$ cat src/rtl/stack_seq_pkg.sv
// stack_seq_pkg: shared state/op encodings and default stack bounds for stack_sequencer
package stack_seq_pkg;
  typedef enum logic [2:0] {IDLE, PUSH, POP_RD, POP_WAIT, DONE} state_t;
  typedef enum logic [1:0] {OP_NONE, OP_CALL, OP_RET} op_t;
  localparam logic [15:0] SP_INIT_DEF  = 16'h00FF;
  localparam logic [15:0] SP_LIMIT_DEF = 16'h00FC;
endpackage

$ cat src/rtl/stack_sequencer_sp_counter.sv
// sp_counter: stack pointer register (clk, rst, dec_i, inc_i in; sp_o, full_o at SP_LIMIT, empty_o at SP_INIT out)
module sp_counter #(
  parameter int ADDR_W = 16,
  parameter logic [ADDR_W-1:0] SP_INIT  = stack_seq_pkg::SP_INIT_DEF,
  parameter logic [ADDR_W-1:0] SP_LIMIT = stack_seq_pkg::SP_LIMIT_DEF
) (
  input  logic              clk,
  input  logic              rst,
  input  logic              dec_i,
  input  logic              inc_i,
  output logic [ADDR_W-1:0] sp_o,
  output logic              full_o,
  output logic              empty_o
);
  logic [ADDR_W-1:0] sp_q, sp_d;
  always_comb begin
    sp_d = dec_i ? sp_q - ADDR_W'(1) : (inc_i ? sp_q + ADDR_W'(1) : sp_q);
  end
  always_ff @(posedge clk) begin
    if (rst) sp_q <= SP_INIT;
    else sp_q <= sp_d;
  end
  assign sp_o    = sp_q;
  assign full_o  = sp_q == SP_LIMIT;
  assign empty_o = sp_q == SP_INIT;
endmodule

$ cat src/rtl/stack_sequencer.sv
// stack_sequencer: call/return stack FSM (call_req/ret_req/ret_addr/jump_target/mem_rdata/err_clr in; stall, mem_* strobes, pc_load/pc_target, sp, sticky err_ovf/err_unf out)
module stack_sequencer
  import stack_seq_pkg::*;
#(
  parameter int ADDR_W = 16,
  parameter int DATA_W = 32,
  parameter logic [ADDR_W-1:0] SP_INIT  = SP_INIT_DEF,
  parameter logic [ADDR_W-1:0] SP_LIMIT = SP_LIMIT_DEF
) (
  input  logic              clk,
  input  logic              rst,
  input  logic              call_req,
  input  logic              ret_req,
  input  logic [DATA_W-1:0] ret_addr,
  input  logic [DATA_W-1:0] jump_target,
  input  logic [DATA_W-1:0] mem_rdata,
  input  logic              err_clr,
  output logic              stall,
  output logic [ADDR_W-1:0] mem_addr,
  output logic [DATA_W-1:0] mem_wdata,
  output logic              mem_we,
  output logic              mem_re,
  output logic              pc_load,
  output logic [DATA_W-1:0] pc_target,
  output logic [ADDR_W-1:0] sp,
  output logic              err_ovf,
  output logic              err_unf
);
  state_t            state_q, state_d;
  op_t               op;
  logic              load_q, load_d;
  logic              set_ovf, set_unf, full, empty, inc;
  logic [ADDR_W-1:0] mem_addr_q;
  logic [DATA_W-1:0] mem_wdata_q, pc_target_q;
  logic              err_ovf_q, err_unf_q;
  sp_counter #(.ADDR_W(ADDR_W), .SP_INIT(SP_INIT), .SP_LIMIT(SP_LIMIT)) u_sp (
    .clk(clk), .rst(rst), .dec_i(mem_we), .inc_i(inc),
    .sp_o(sp), .full_o(full), .empty_o(empty)
  );
  always_comb begin
    op      = call_req ? OP_CALL : (ret_req ? OP_RET : OP_NONE);
    state_d = state_q;
    load_d  = load_q;
    set_ovf = 1'b0;
    set_unf = 1'b0;
    case (state_q)
      IDLE: begin
        if (op == OP_CALL) begin
          state_d = full ? DONE : PUSH;
          set_ovf = full;
          load_d  = 1'b1;
        end else if (op == OP_RET) begin
          state_d = empty ? DONE : POP_RD;
          set_unf = empty;
          load_d  = !empty;
        end
      end
      PUSH:     state_d = DONE;
      POP_RD:   state_d = POP_WAIT;
      POP_WAIT: state_d = DONE;
      default:  state_d = IDLE;
    endcase
    stall   = (state_q != IDLE && state_q != DONE) || (state_q == IDLE && op != OP_NONE);
    mem_we  = state_q == PUSH;
    mem_re  = state_q == POP_RD;
    inc     = state_q == POP_WAIT;
    pc_load = state_q == DONE && load_q;
  end
  always_ff @(posedge clk) begin
    if (rst) begin
      state_q <= IDLE;
      load_q  <= 1'b0;
    end else begin
      state_q <= state_d;
      load_q  <= load_d;
    end
  end
  always_ff @(posedge clk) begin
    if (rst) begin
      mem_addr_q  <= '0;
      mem_wdata_q <= '0;
      pc_target_q <= '0;
      err_ovf_q   <= 1'b0;
      err_unf_q   <= 1'b0;
    end else begin
      if (state_q == IDLE && op == OP_CALL) pc_target_q <= jump_target;
      if (state_q == IDLE && op == OP_CALL && !full) begin
        mem_addr_q  <= sp - ADDR_W'(1);
        mem_wdata_q <= ret_addr;
      end
      if (state_q == IDLE && op == OP_RET && !empty) mem_addr_q <= sp;
      if (state_q == POP_WAIT) pc_target_q <= mem_rdata;
      err_ovf_q <= set_ovf | (err_ovf_q & ~err_clr);
      err_unf_q <= set_unf | (err_unf_q & ~err_clr);
    end
  end
  assign mem_addr  = mem_addr_q;
  assign mem_wdata = mem_wdata_q;
  assign pc_target = pc_target_q;
  assign err_ovf   = err_ovf_q;
  assign err_unf   = err_unf_q;
endmodule

$ cat config.mk
export PLATFORM = sky130hd
export DESIGN_NAME = stack_sequencer
export DESIGN_NICKNAME = d
export VERILOG_FILES = /design/src/rtl/stack_seq_pkg.sv /design/src/rtl/stack_sequencer_sp_counter.sv /design/src/rtl/stack_sequencer.sv
export SDC_FILE = /design/constraint.sdc
export NUM_CORES = 1
export LEC_CHECK = 0
export ABC_AREA = 1
export BUFFER_PORTS_ARGS = -buffer_cell sky130_fd_sc_hd__buf_2
export CAP_MARGIN = 20
export CORE_ASPECT_RATIO = 1.75
export CORE_MARGIN = 4
export CORE_UTILIZATION = 30
export CTS_CLUSTER_DIAMETER = 150
export DETAILED_ROUTE_END_ITERATION = 16
export PLACE_DENSITY = 0.56
export SETUP_SLACK_MARGIN = 0.05
export SKIP_CTS_REPAIR_TIMING = 1
export SYNTH_ARGS = -nofsm -noshare
export SYNTH_HDL_FRONTEND = slang
export SYNTH_SLANG_ARGS = --single-unit
$ cat constraint.sdc
create_clock -name clk -period 2.5 [get_ports clk]
set_clock_uncertainty 0.15 [all_clocks]
set_input_delay 0.25 -clock clk [delete_from_list [all_inputs] [get_ports clk]]
set_output_delay 0.25 -clock clk [all_outputs]
set_load 0.01 [all_outputs]
==> summary.txt <==
status - complete, but fails checks
failing checks - negative hold slack
Clock Latency Late Sink - 0.35 ns
first-pass GRT wire length - 26.4 mm
top achievable clock speed - 429 MHz
Worst setup SP type - register
Syn Inst Count - 769
family with the most delay on the worst path - buffers and inverters
synth unique cells - 36
RSZ-0062 raised after global routing - no
Synth Cell Area - 0.00519 mm²
Tot Pwr - 7610 µW
Layout area overhead - 28.7%
vias in the first global route - 5,313
Initial Util - 30.6%
Worst Hold Class - input pin to register
vias - 5,481
P_leak - 0.00343 µW
worst hold slack - -0.00795 ns
Final period util - 93.3%
CP bufs+invs - 3
I/O pin count - 203
syn_area_per_cell - 6.75 µm²
pwr/cell area - 1140 mW/mm²
worst slew margin relative to its limit - 57.0%
Post-Route WL - 16.5 mm
crit-path cells - inv_1, nor2_4, nand2_1, inv_1, buf_2
Final min period - 2.33 ns
Reg area - 0.00204 mm²
area of the multi-input gates - 0.00263 mm²
# rows - 63
share of cells above drive strength 1 - 28.0%
Total Routing Usage GR - 16.8%
Buffers on Ports - 202
Crit path required time - 2.10 ns
CP max FO - 15
Max clock buf depth - 2
CTS buffer count - 9
commonest non-fill, non-tap cell in the layout - nand2_1
crit-path most repeated cell - inv_1
CTS clk-pin slew, worst paths - 0.08 ns
Final Hold Viols - 6
CP max stage cell - inv_1
max incr delay on CP - 0.49 ns
Die H - 182 µm
CTS tree - yes
Die X - 107 µm
Mapped Nets - 872
WP data arrival - 1.93 ns
# clock sinks - 102
H-Tree Depth - 3
CP endpoint kind - output pin
pin count of the biggest net entering global routing - 65
CTS root buffer - clkbuf_16
worst slack, placed - 0.315 ns
fillers - 1,853
Remaining DRCs - 0
DR pass1 iterations - 4
DP Wirelength - 12.4 mm
most frequent cells in the layout - 204 x nand2_1, 202 x buf_2, 115 x nor2_1, 102 x dfxtp_1, 74 x o21ai_0
peak supply drop - 0.439 mV
worst setup margin - 0.167 ns
wire length per cell - 14.0 µm
Antenna Violating Nets Remaining - 0
Final setup viols - 0
Final Max Slew Viols - 0
max-cap viol count - 0
antenna violations before repair - 1
Final #Nets - 1,054
Yosys reg bits - 102
Fin Setup TNS - 0 ns
vias per std cell - 4.63
sequential fraction of the synthesis area - 39.3%
Worst Max-Slew Pin Slew - 0.644 ns
Iter 0 DRT Violations - 296
critical path type - register to output pin
Core ar. - 0.0169 mm²
Synthesis Warnings - 0
DIE AREA - 0.0196 mm²
Placer Congestion - 0.912
GR Overflow Total - 0
==> state kept, by name (all words and copies together), names as in the netlist <==
register	count
mem_wdata	32
pc_target	32
mem_addr	16
u_sp.sp_o	16
state_q	3
err_ovf	1
err_unf	1
load_q	1
==> metrics by stage <==
stage	util, %	cells	instance area (µm²)
floorplan	-	769	5190
global placement	37.5	1165	6360
detailed placement	37.5	1165	6360
CTS	39.3	1181	6660
global route	39.4	1184	6690
finish	39.4	1184	6690
==> logic make-up (layout without fill, tap and decap cells) <==
logic type,Yosys count,in the layout,synth area share (%)
AO/OA/AOI/OAI,133,133,14.2
XOR/XNOR,4,4,0.674
adder cells (fa/ha/maj),2,2,0.482
buffers and inverters,109,296,10.0
flip-flops,102,102,39.3
other,0,1,0
AND/OR/NAND/NOR,419,419,35.3
==> report_power, final <==
| group | internal [µW] | total, µW | leakage [µW] | switching (µW) |
|---|---|---|---|---|
| sequential | 2190 | 2570 | 0.000841 | 382 |
| combinational | 1280 | 3590 | 0.00244 | 2310 |
| clock | 755 | 1450 | 0.000151 | 699 |
==> Yosys cell counts (all sizes together) <==
cell,number,area (µm²)
inv,56,210
buf,39,255
nand3b,1,7.51
a31oi,33,206
o21bai,1,7.51
clkinv,2,10.0
o221ai,1,8.76
nor2,125,537
nand2,212,836
o311ai,1,8.76
ha,2,25.0
o2111ai,1,8.76
o21ai,75,375
nand3,70,370
clkbuf,12,45.0
o211ai,2,15.0
a21oi,19,106
xor2,4,35.0
or2,2,12.5
nand4,6,37.5
nor3b,1,12.5
nor3,2,21.3
dfxtp,102,2040
==> cell type report <==
class	instances	area share [%]
Antenna cell	1	0.0374
Timing Repair Buffer	222	18.0
Multi-Input combinational cell	558	39.4
Inverter	58	3.29
Sequential cell	102	30.5
Clock inverter	5	0.730
Tap cell	227	4.25
Clock buffer	11	3.78
==> routing by layer <==
layer,part of all wire (%),track usage [%],wire length [µm],vias to the layer above
met1,38,18.1,6280,2415
li1,-,-,-,2846
met5,0,0,0,-
met2,52,30.7,8670,188
met4,3.3,7.68,545,0
met3,6.3,3.58,1050,32
==> tightest hold or removal path: cells and delay by family <==
| family | cells | cell delay (ns) |
|---|---|---|
| and+or+nand+nor | 1 | 0.08 |
| buffers and inverters | 1 | 0.07 |
| AOI/OAI and AO/OA | 1 | 0.07 |
==> path summary, 6_finish.rpt <==
check,start,endpoint,slack (ns),cells after the start
max,state_q[0],mem_we,0.17,5
min reg2reg,err_ovf,err_ovf,0.32,2
max reg2reg,u_sp.sp_o[0],mem_wdata[11],0.31,9
min,ret_addr[27],mem_wdata[27],-0.008,3
Note: power is estimated with default switching activity, not from simulation.
